File: config.mk
export PLATFORM = sky130hd
export DESIGN_NAME = uart_rx
export DESIGN_NICKNAME = d
export VERILOG_FILES = /design/src/rtl/uart_rx.sv
export SDC_FILE = /design/constraint.sdc
export NUM_CORES = 1
export LEC_CHECK = 0
export ABC_AREA = 1
export CAP_MARGIN = 20
export CORE_UTILIZATION = 55
export CTS_BUF_LIST = sky130_fd_sc_hd__clkbuf_4 sky130_fd_sc_hd__clkbuf_8
export DETAILED_ROUTE_END_ITERATION = 10
export PLACE_DENSITY = 0.89
export SLEW_MARGIN = 10
export SYNTH_ARGS = -nofsm -noshare
export SYNTH_HDL_FRONTEND = slang
export SYNTH_SLANG_ARGS = --single-unit
File: constraint.sdc
create_clock -name i_clk -period 4 [get_ports i_clk]
set_input_delay 0.8 -clock i_clk [delete_from_list [all_inputs] [get_ports i_clk]]
set_output_delay 0.8 -clock i_clk [all_outputs]
set_load 0.05 [all_outputs]
File: src/rtl/uart_rx.sv
// -----------------------------------------------------------------------------
// uart_rx
//
// UART receiver. Oversamples the serial line on i_ce and deserialises
// LSB-first frames of 6..9 data bits. It checks an optional parity bit and the
// stop bit, then hands each word to the bus side through a level-valid /
// read-strobe handshake. Overrun reporting is sticky.
//
// Ports:
//   i_clk         clock
//   i_rst         asynchronous, active-high reset
//   i_ce          oversample tick, OVERSAMPLE ticks per bit period
//   i_rx          serial line (asynchronous, idles high)
//   i_length      data bits = i_length + 6
//   i_parity      a parity bit follows the data bits
//   i_odd         odd parity when 1, even parity when 0
//   i_read        one-cycle strobe: the consumer took o_data
//   o_data        received word, right-justified, unused upper bits 0
//   o_valid       o_data holds an unread word
//   o_parity_err  parity error for the word in o_data
//   o_frame_err   stop bit was sampled low for the word in o_data
//   o_overrun     sticky: a word completed while o_valid was already set
//   o_busy        frame reception in progress
//
// Handshake: o_valid is a level that stays high until the consumer pulses
// i_read for one cycle. The word in o_data is stable while o_valid is high,
// unless a newer word overwrites it; that case also raises o_overrun. An
// i_read pulse has no effect while o_valid is low.
// -----------------------------------------------------------------------------
module uart_rx #(
    parameter int OVERSAMPLE = 16
) (
    input  logic       i_clk,
    input  logic       i_rst,
    input  logic       i_ce,
    input  logic       i_rx,
    input  logic [1:0] i_length,
    input  logic       i_parity,
    input  logic       i_odd,
    input  logic       i_read,
    output logic [8:0] o_data,
    output logic       o_valid,
    output logic       o_parity_err,
    output logic       o_frame_err,
    output logic       o_overrun,
    output logic       o_busy
);

    localparam logic [3:0] T_MID = 4'(OVERSAMPLE / 2 - 1);
    localparam logic [3:0] T_END = 4'(OVERSAMPLE - 1);

    typedef enum logic [2:0] {
        S_IDLE   = 3'd0,
        S_START  = 3'd1,
        S_SHIFT  = 3'd2,
        S_PARITY = 3'd3,
        S_STOP   = 3'd4
    } state_t;

    state_t     r_state;
    logic       r_rx_meta;
    logic       r_rx_s;
    logic [3:0] r_tcnt;
    logic [3:0] r_bcnt;
    logic [8:0] r_shreg;
    logic       r_pbit;
    logic [1:0] r_len;
    logic       r_par;
    logic       r_odd;

    logic [8:0] w_data;
    logic       w_perr;

    // Bits enter at shreg[8] and shift right. After N samples the word sits in
    // the top N bits, so shifting right by 9-N = 3-len right-justifies it. The
    // same shift pushes any stale low bits out.
    assign w_data = r_shreg >> (2'd3 - r_len);
    assign w_perr = r_par & (^w_data ^ r_pbit ^ r_odd);

    // Two-flop synchroniser. It resets to the idle line level.
    always_ff @(posedge i_clk or posedge i_rst) begin
        if (i_rst) begin
            r_rx_meta <= 1'b1;
            r_rx_s    <= 1'b1;
        end else begin
            r_rx_meta <= i_rx;
            r_rx_s    <= r_rx_meta;
        end
    end

    always_ff @(posedge i_clk or posedge i_rst) begin
        if (i_rst) begin
            r_state      <= S_IDLE;
            r_tcnt       <= 4'd0;
            r_bcnt       <= 4'd0;
            r_shreg      <= 9'd0;
            r_pbit       <= 1'b0;
            r_len        <= 2'd0;
            r_par        <= 1'b0;
            r_odd        <= 1'b0;
            o_data       <= 9'd0;
            o_valid      <= 1'b0;
            o_parity_err <= 1'b0;
            o_frame_err  <= 1'b0;
            o_overrun    <= 1'b0;
            o_busy       <= 1'b0;
        end else begin
            if (i_read && o_valid) begin
                o_valid   <= 1'b0;
                o_overrun <= 1'b0;
            end

            if (i_ce) begin
                case (r_state)
                    S_IDLE: begin
                        if (!r_rx_s) begin
                            r_state <= S_START;
                            o_busy  <= 1'b1;
                            r_tcnt  <= 4'd0;
                            // Configuration is latched once per frame.
                            r_len   <= i_length;
                            r_par   <= i_parity;
                            r_odd   <= i_odd;
                        end
                    end

                    S_START: begin
                        if (r_tcnt == T_MID) begin
                            r_tcnt <= 4'd0;
                            if (r_rx_s) begin
                                // The line is high again by mid start bit,
                                // so this was a glitch. Drop it silently.
                                r_state <= S_IDLE;
                                o_busy  <= 1'b0;
                            end else begin
                                r_state <= S_SHIFT;
                                r_bcnt  <= 4'(r_len) + 4'd5;
                            end
                        end else begin
                            r_tcnt <= r_tcnt + 4'd1;
                        end
                    end

                    S_SHIFT: begin
                        if (r_tcnt == T_END) begin
                            r_tcnt  <= 4'd0;
                            r_shreg <= {r_rx_s, r_shreg[8:1]};
                            if (r_bcnt == 4'd0) begin
                                r_state <= r_par ? S_PARITY : S_STOP;
                            end else begin
                                r_bcnt <= r_bcnt - 4'd1;
                            end
                        end else begin
                            r_tcnt <= r_tcnt + 4'd1;
                        end
                    end

                    S_PARITY: begin
                        if (r_tcnt == T_END) begin
                            r_tcnt  <= 4'd0;
                            r_pbit  <= r_rx_s;
                            r_state <= S_STOP;
                        end else begin
                            r_tcnt <= r_tcnt + 4'd1;
                        end
                    end

                    S_STOP: begin
                        if (r_tcnt == T_END) begin
                            // Return to idle at mid stop bit. This leaves
                            // half a bit of slack to catch a back-to-back
                            // start edge.
                            r_tcnt       <= 4'd0;
                            r_state      <= S_IDLE;
                            o_busy       <= 1'b0;
                            o_data       <= w_data;
                            o_parity_err <= w_perr;
                            o_frame_err  <= ~r_rx_s;
                            o_valid      <= 1'b1;
                            if (o_valid && !i_read) begin
                                o_overrun <= 1'b1;
                            end
                        end else begin
                            r_tcnt <= r_tcnt + 4'd1;
                        end
                    end

                    default: begin
                        r_state <= S_IDLE;
                        o_busy  <= 1'b0;
                        r_tcnt  <= 4'd0;
                    end
                endcase
            end
        end
    end

endmodule

==> impl_metrics.csv, run 1 <==
group,metric,value,unit
routing,drc,0,
critical_path,start_kind,"input pin",
final_layout,syn_to_final_growth,13.6,%
final_layout,nNetsFinal,350,
die,initial_core_util,0.580,
die,die_w,67.2,µm
final_layout,fin_util,0.659,
pwr,power_frac_comb,0.458,
pwr,max-vdd-ir-drop,0.000414,V
clocking,clock_path_buffers,2,
timing,rsz0062_at_grt,"false",
clocking,tritoncts,"done",
pwr,finalPower,1.53,mW
placed_design,port_buffers,22,
pwr,p_sw,696,µW
final_layout,seq_area,0.00103,mm²
critical_path,crit_path_max_fanout,24,
pwr,p_clk_frac,0.171,
timing,max_slew_margin,0.588,
logic_synthesis,synth.net_count,328,
timing,holdWs,0.358,ns
global_routing,antenna_found_initial,0,
logic_synthesis,syn_inst,316,
die,core,0.00403,mm²
global_routing,grtUsageTotal,0.227,
clocking,hold_buffers,0,
final_layout,multi_input_area,0.00110,mm²
global_routing,grt_max_degree,42,
logic_synthesis,synth_top_area_share,0.417,
critical_path,end_kind,"flip-flop",
critical_path,critPathArrivalTime,2.52,ns
global_routing,grt-ovfl-total,0,
logic_synthesis,yosysWarnings,0,
timing,finalCritPeriodShare,0.575,
die,rows,23,
logic_synthesis,syn_area,0.00234,mm²
placed_design,hpwl,3370,µm
timing,setup_viol,0,
pwr,powerDensity,578,mW/mm²
timing,period_needed,2.30,ns
pwr,p_sw_frac,0.453,
clocking,cts-root-buf,"clkbuf_8",
timing,final_max_slew_viol_count,0,
routing,vias,2043,
clocking,cts_buffers,5,
pwr,p_int,839,µW
clocking,cts_max_level,2,
routing,wl,4530,µm
timing,fmax,435,MHz
global_routing,grt_first_pass_wirelength,7730,µm
routing,via_per_inst,5.25,
routing,dr.pass1.iters,4,
final_layout,fillers,348,
clocking,clock-sinks,41,
run_status,outcome,"finished, final reports clean",
critical_path,crit_required,4.22,ns
routing,drt_iter0_markers,178,
routing,ant_nets,0,
clocking,cts_setup_buffers,0,
critical_path,worstSetupPathType,"input pin to flip-flop",
global_routing,grt_pass1_vias,1852,
timing,tightest_slew,0.617,ns
logic_synthesis,synth-seq-cells,41,
pwr,seq_power_share,0.370,
pwr,p_leak,1.34,nW
logic_synthesis,synth_area_leaders,"dfrtp_1 42%, nand2_1 18%, nand3_1 6.4%, inv_1 5.5%, o21ai_0 5.1%",
min_path,min_path_type,"flip-flop to flip-flop",
final_layout,final_layout_size_suffix_gt1_frac,0.100,
clocking,cts.repair.resized,0,
clocking,clkSlewWorstSetupHoldPaths,0.08,ns
clocking,clk_latency,0.30,ns
die,die-area,0.00452,mm²
timing,hold_viol_final,0,
logic_synthesis,ys_types,33,
die,pin_count,23,
final_layout,diodes,0,
logic_synthesis,syn_avg_cell_area,7.40,µm²
routing,wl_per_cell,11.6,µm
die,fp.dieH,67.2,µm
timing,finalSetupTns,0,ns
placed_design,globalplace.congestion,0.888,
logic_synthesis,yosysTopAreaCell,"dfrtp_1",
timing,fin_skew,0.00822,ns
logic_synthesis,synth_seq_area_share,0.440,
run,max-cap-violations,0,
area by class of cell:
class / count / share of cell area
Multi-Input combinational cell: 227 / 0.415
Sequential cell: 41 / 0.387
Timing Repair Buffer: 23 / 0.0857
Inverter: 40 / 0.0565
Clock buffer: 5 / 0.0259
Tap cell: 50 / 0.0236
Clock inverter: 3 / 0.00659
per-stage QoR:
step,std cells,setup WS (ns),area (µm²)
detailed placement,381,1.39,2570
CTS,389,1.69,2660
finish,389,1.70,2660
global route,389,1.47,2660
global placement,381,1.48,2570
floorplan,316,2.26,2340
sequential cells by signal (all words and copies together), names as in the netlist, named ones only:
| register | cells |
|---|---|
| o_busy | 1 |
| o_frame_err | 1 |
| r_shreg | 9 |
| r_rx_s | 1 |
| r_par | 1 |
| o_parity_err | 1 |
| o_valid | 1 |
| r_len | 2 |
| r_odd | 1 |
| r_bcnt | 4 |
| o_data | 9 |
| r_pbit | 1 |
| r_rx_meta | 1 |
| r_state | 3 |
| r_tcnt | 4 |
synthesized netlist by cell type:
master,instances
nand2_1,111
dfrtp_1,39
inv_1,34
nand3_1,30
o21ai_0,24
o21ai_1,14
nor2_1,13
inv_2,6
nand2_2,6
a21oi_1,4
buf_6,3
ha_1,3
o211ai_1,3
buf_2,2
clkbuf_1,2
dfstp_2,2
mux2_2,2
nor2_4,2
xor2_1,2
a2111oi_0,1
a21oi_2,1
a2bb2oi_1,1
a31oi_1,1
buf_4,1
nand3_2,1
nor2_2,1
nor3_1,1
nor3_2,1
nor4_4,1
o21ai_2,1
o22ai_1,1
or2_2,1
xnor2_1,1
cell usage in the layout (no fill, tap or decap), types with 2 or more instances in the layout:
master           netlist  final
dfstp_2                2      2
nand2_1              111    111
o21ai_1               14     14
clkinv_2               0      2
clkdlybuf4s50_1        0     22
nor2_4                 2      2
nand2_2                6      6
inv_1                 34     34
mux2_2                 2      2
nand3_1               30     30
inv_2                  6      6
xor2_1                 2      2
nor2_1                13     13
o21ai_0               24     24
ha_1                   3      3
a21oi_1                4      4
o211ai_1               3      3
clkbuf_8               0      5
dfrtp_1               39     39
layer usage:
metal	global-route usage	wire length, µm
met5	0	0
met2	0.403	2260
met4	0.0771	74
met1	0.263	2050
met3	0.0591	149
final timing paths:
check | from | to | slack [ns] | depth (start not counted)
setup / recovery | i_ce | flip-flop | 1.70 | 6
hold / removal | r_rx_meta$_DFF_PP1_ | r_rx_s$_DFF_PP1_ | 0.36 | 0
setup reg to reg | r_len[1]$_DFFE_PP0P_ | o_parity_err$_DFFE_PP0P_ | 1.86 | 13
hold reg to reg | r_rx_meta$_DFF_PP1_ | r_rx_s$_DFF_PP1_ | 0.36 | 0
max in group asynchronous | i_rst | r_rx_s$_DFF_PP1_ | 2.71 | 3
min in group asynchronous | i_rst | r_state[0]$_DFFE_PP0P_ | 0.92 | 3
critical path: stages:
cell,delay (ns)
clkdlybuf4s50_1,0.49
inv_1,0.08
nor3_1,0.28
nand2_1,0.44
nor2_1,0.21
a2bb2oi_1,0.20
power groups by stage:
stage               logic, mW  clock network, mW  registers, mW
finish                  0.704              0.263          0.568
global route            0.810              0.290          0.580
CTS                     0.699              0.271          0.565
detailed placement      0.697                  0          0.573
global placement        0.676                  0          0.568
floorplan               0.611                  0          0.548
kinds of logic (layout without fill, tap and decap cells):
kind of cell,count (synthesis),after routing,synth area share
and+or+nand+nor,168,168,0.314
AOI/OAI and AO/OA,51,51,0.120
buffers and inverters,48,71,0.0894
DFF,41,41,0.440
adders and majority gates,3,3,0.0161
xor gates and xnor gates,3,3,0.0112
muxes,2,2,0.00963
Power figures use the tool's default switching activity.
==> run 2, diff against run 1 <==
clock period = 2.3 ns   (was 4 ns; I/O delays follow)
==> run 2 against run 1 <==
Register-to-register slack worse by 1.5 ns. Design area rose by 1.6%. Utilization rose by 1.0 points. Setup slack got worse by 1.3 ns. Critical path type is now flip-flop to output pin. Largest power group unchanged.
==> impl_metrics.csv, run 2 (synthesis results as in run 1) <==
group,metric,value,unit
final_layout,seq_area,0.00103,mm²
placed_design,globalplace.congestion,0.827,
critical_path,path_cells,"clkdlybuf4s50_1",
routing,drc,0,
global_routing,grt_pass1_vias,1949,
placed_design,dp.cells,385,
global_routing,grt_first_pass_wirelength,7980,µm
final_layout,nNetsFinal,354,
placed_design,hpwl,3500,µm
final_layout,reg_top3,"o_data x9, r_shreg x9",
routing,wl,4720,µm
global_routing,antenna_found_initial,0,
global_routing,grtUsageTotal,0.237,
timing,finalCritPeriodShare,0.845,
timing,tightest_slew,0.514,ns
critical_path,reg2reg_from,"r_len[0]$_DFFE_PP0P_",
min_path,min_path_cells,0,
global_routing,grt-ovfl-total,0,
clocking,clkSlewWorstSetupHoldPaths,0.07,ns
critical_path,start_kind,"flip-flop",
critical_path,reg2reg_slack,0.41,ns
die,die_w,67.2,µm
pwr,finalPower,2.75,mW
clocking,clock-sinks,41,
critical_path,worstSetupPathType,"flip-flop to output pin",
critical_path,slowest_stage,"clkdlybuf4s50_1",
final_layout,diodes,0,
final_layout,final_cell_mix,"111 x nand2_1, 39 x dfrtp_1, 34 x inv_1, 30 x nand3_1, 24 x o21ai_0",
clocking,cts-root-buf,"clkbuf_8",
die,pin_count,23,
timing,finalSetupTns,0,ns
timing,worst_slack,0.356,ns
timing,period_needed,1.94,ns
clocking,clk_latency,0.30,ns
timing,hold_viol_final,0,
critical_path,crit_required,1.84,ns
die,rows,23,
clocking,cts_setup_buffers,0,
critical_path,end_kind,"output pin",
timing,setup_viol,0,
final_layout,fin_util,0.670,
final_layout,final_layout_size_suffix_gt1_frac,0.111,
clocking,tritoncts,"done",
critical_path,critPathArrivalTime,1.48,ns
die,initial_core_util,0.580,
critical_path,reg2regPathDepth,14,
min_path,min_path_type,"flip-flop to flip-flop",
timing,fmax,514,MHz
clocking,hold_buffers,0,
timing,rsz0062_at_grt,"false",
final_layout,instances_no_fill,393,
routing,via_per_inst,5.40,
timing,max_slew_margin,0.656,
clocking,cts.repair.resized,0,
clocking,cts_max_level,2,
global_routing,grt_max_degree,42,
final_layout,multi_input_area,0.00110,mm²
min_path,min_from,"r_rx_meta$_DFF_PP1_",
die,core,0.00403,mm²
pwr,powerDensity,1020,mW/mm²
pwr,p_leak,1.36,nW
placed_design,dp_slack,0.303,ns
run,max-cap-violations,0,
critical_path,cp_top_family,"buffers and inverters",
final_layout,final_common_cell,"nand2_1",
die,fp.dieH,67.2,µm
die,die-area,0.00452,mm²
final_layout,syn_to_final_growth,15.4,%
run_status,outcome,"finished, final reports clean",
critical_path,reg2reg_to,"o_parity_err$_DFFE_PP0P_",
critical_path,slowest_delay,0.82,ns
routing,dr.pass1.iters,4,
timing,fin_skew,0.00698,ns
final_layout,fillers,320,
pwr,max-vdd-ir-drop,0.000639,V
min_path,holdPathEnd,"r_rx_s$_DFF_PP1_",
routing,ant_nets,0,
critical_path,path_buf_inv,1,
routing,drt_iter0_markers,154,
routing,vias,2124,
routing,wl_per_cell,12.0,µm
timing,final_max_slew_viol_count,0,
clocking,clock_path_buffers,2,
placed_design,port_buffers,22,
clocking,cts_buffers,5,
critical_path,crit_path_max_fanout,2,
==> run 2: cell count changes in the layout (fill, tap and decap cells not counted), sizes merged <==
cell and change:
buf +4, clkbuf +3, clkinvlp -1, clkinv -2
==> run 2: final cells by class <==
class,instances,share of cell area
timing repair buffer,27,0.0955
multi-input combinational,227,0.408
sequential,41,0.381
clock buffer,8,0.0362
tap,50,0.0232
inverter,40,0.0557
==> run 2: per-layer routing <==
layer | vias to the layer above | GRT usage | part of all wire
li1 | 1065 | - | -
met1 | 1004 | 0.275 | 0.43
met2 | 41 | 0.416 | 0.52
met3 | 14 | 0.0422 | 0.029
met4 | 0 | 0.117 | 0.026
met5 | - | 0 | 0
==> run 2: worst max path at each step <==
stage,slack [ns],start,depth (start not counted),to
2_1_floorplan,0.82,r_len[1]$_DFFE_PP0P_,14,o_parity_err$_DFFE_PP0P_
6_report,0.36,o_parity_err$_DFFE_PP0P_,1,o_parity_err
3_3_place_gp,0.33,i_ce,8,r_par$_DFFE_PP0P_
5_1_grt,0.24,r_len[0]$_DFFE_PP0P_,14,o_parity_err$_DFFE_PP0P_
4_1_cts,0.36,o_data[4]$_DFFE_PP0P_,1,o_data[4]
3_5_place_dp,0.30,i_ce,7,r_shreg[5]$_DFFE_PP0P_
==> run 2: stage by stage <==
| stage | hold slack, ns | cell area [µm²] |
|---|---|---|
| final | 0.358 | 2700 |
| after global routing | 0.363 | 2700 |
| after CTS | 0.359 | 2700 |
| after detailed placement | 0.349 | 2600 |
| after global placement | 0.347 | 2600 |
| after floorplan | 0.345 | 2340 |
==> run 2: report_power, final <==
part	switching [mW]	internal, mW
sequential	0.0907	0.840
combinational	0.885	0.433
clock	0.238	0.268
total	1.21	1.54
==> run 3, diff against run 2 <==
CORE_UTILIZATION = 53   (was 55)
PLACE_DENSITY = 0.9   (was 0.89)
clock period = 1.64 ns   (was 2.3 ns; I/O delays follow)
==> run 3 against run 2 <==
The run now ends with setup timing left. Final cell count increased by 6.4%. Wire length is 22% higher. Worst hold slack got worse by 0.0032 ns. Clock power up 96%. First-iteration DRC count decreased by 19%.
==> impl_metrics.csv, run 3 (synthesis results as in run 1) <==
group,metric,value,unit
die,rows,23,
placed_design,dp_slack,-0.147,ns
global_routing,grt_max_degree,25,
timing,final_max_slew_viol_count,0,
routing,dr.pass1.iters,5,
timing,worst_slack,-0.298,ns
final_layout,final_layout_size_suffix_gt1_frac,0.272,
routing,drc,0,
routing,wl_met2,3000,µm
placed_design,dp.cells,399,
pwr,p_leak,1.52,nW
critical_path,crit_required,1.85,ns
clocking,clkSlewWorstSetupHoldPaths,0.08,ns
clocking,tritoncts,"done",
timing,setup_viol,29,
routing,route.top_layer_used,"met4",
placed_design,placed_area,0.00267,mm²
global_routing,antenna_found_initial,0,
die,core,0.00412,mm²
critical_path,reg2regPathDepth,7,
timing,finalCritPeriodShare,1.18,
routing,wl_met1,2300,µm
min_path,min_path_type,"input pin to async pin",
global_routing,grtUsageTotal,0.224,
timing,period_needed,1.94,ns
die,pin_count,23,
die,die_w,68.4,µm
final_layout,instances_no_fill,418,
die,fp.dieH,68.4,µm
pwr,max-vdd-ir-drop,0.000939,V
final_layout,final_area,0.00298,mm²
critical_path,reg2reg_slack,-0.30,ns
clocking,clock_path_buffers,2,
die,die-area,0.00468,mm²
routing,drt_iter0_markers,125,
clocking,cts_buffers,5,
die,initial_core_util,0.568,
final_layout,syn_to_final_growth,27.3,%
timing,hold_viol_final,0,
critical_path,start_kind,"flip-flop",
routing,wl,5760,µm
timing,finalSetupTns,-2.08,ns
timing,fin_skew,0.00771,ns
clocking,hold_buffers,0,
critical_path,end_kind,"flip-flop",
global_routing,grt_first_pass_wirelength,7740,µm
routing,ant_nets,0,
run_status,violations,"setup timing",
critical_path,path_cells,"ha_2 > nand2_2 > nor2_2 > o21ai_2 > nor4_4 > nand3_2 > o21ai_1",
routing,via_per_inst,5.47,
run,max-cap-violations,0,
final_layout,final_cell_mix,"105 x nand2_1, 40 x buf_4, 36 x dfrtp_1, 31 x inv_1, 29 x nand3_1",
placed_design,globalplace.congestion,0.935,
timing,tightest_slew,0.415,ns
clocking,clk_latency,0.31,ns
routing,wl_per_cell,13.8,µm
critical_path,slowest_delay,0.41,ns
pwr,powerDensity,1600,mW/mm²
final_layout,reg_top3,"o_data x9, r_shreg x9",
timing,fmax,516,MHz
critical_path,cp.depth,7,
critical_path,cp_top_family,"simple AND/OR/NAND/NOR gates",
timing,rsz0062_at_grt,"true",
placed_design,hpwl,3540,µm
critical_path,critPathArrivalTime,2.15,ns
critical_path,slowest_stage,"dfrtp_1",
critical_path,worstSetupEndpoint,"r_len[1]$_DFFE_PP0P_",
run_status,outcome,"complete, but fails checks",
critical_path,path_buf_inv,0,
critical_path,reg2reg_from,"r_tcnt[1]$_DFFE_PP0P_",
timing,max_slew_margin,0.716,
critical_path,reg2reg_to,"r_len[1]$_DFFE_PP0P_",
routing,vias,2285,
critical_path,worstSetupPathType,"flip-flop to flip-flop",
global_routing,grt-ovfl-total,0,
final_layout,nNetsFinal,379,
clocking,cts-root-buf,"clkbuf_8",
critical_path,startpoint,"r_tcnt[1]$_DFFE_PP0P_",
global_routing,grt_pass1_vias,2009,
critical_path,crit_path_max_fanout,4,
placed_design,port_buffers,22,
clocking,cts_max_level,2,
clocking,clock-sinks,41,
routing,met3WireLength,238,µm
final_layout,diodes,0,
final_layout,final_common_cell,"nand2_1",
==> run 3: stage by stage <==
stage,hold WS [ns],total power [mW],util
after floorplan,0.332,2.83,-
after global placement,0.347,3.20,0.649
after detailed placement,0.348,3.25,0.649
after CTS,0.360,4.30,0.684
after global routing,0.365,5.07,0.724
final,0.355,4.77,0.724
==> run 3: what timing repair did <==
| item | in CTS | in global routing |
|---|---|---|
| pin swaps | 1 | 9 |
| cloned | 0 | 2 |
| resized for setup | 0 | 33 |
| setup buffers | 1 | 8 |
| setup endpoints to repair | 7 | 24 |
==> run 3: worst min path at each step <==
stage	end	slack, ns	cells past startpoint	startpoint
after floorplan	r_rx_meta$_DFF_PP1_	0.33	0	i_rx
after global placement	r_rx_s$_DFF_PP1_	0.35	0	r_rx_meta$_DFF_PP1_
after detailed placement	r_rx_s$_DFF_PP1_	0.35	0	r_rx_meta$_DFF_PP1_
after CTS	r_rx_s$_DFF_PP1_	0.36	0	r_rx_meta$_DFF_PP1_
after global routing	r_rx_s$_DFF_PP1_	0.36	0	r_rx_meta$_DFF_PP1_
final	r_tcnt[1]$_DFFE_PP0P_	0.35	3	i_rst
==> run 3: layout make-up <==
type	instances	area, µm²
multi-input combinational	228	1180
fill	314	1140
sequential	41	1030
timing repair buffer	50	403
inverter	40	156
clock buffer	5	68.8
clock inverter	3	68.8
tap	50	62.6
timing repair inverter	1	7.51
==> run 3: tightest hold or removal path, stage by stage <==
cell and delay [ns]:
clkdlybuf4s50_1 0.40, inv_1 0.07, buf_4 0.25
==> run 3: per-layer routing <==
| metal | up-vias | global-route usage |
|---|---|---|
| met5 | - | 0 |
| met4 | 0 | 0.104 |
| met3 | 30 | 0.0450 |
| met2 | 81 | 0.420 |
| met1 | 1056 | 0.237 |
| li1 | 1118 | - |
==> run 3: power by group <==
group	internal, mW	switching, mW
registers	1.18	0.166
clock network	0.613	0.379
logic	0.922	1.51
total	2.72	2.05
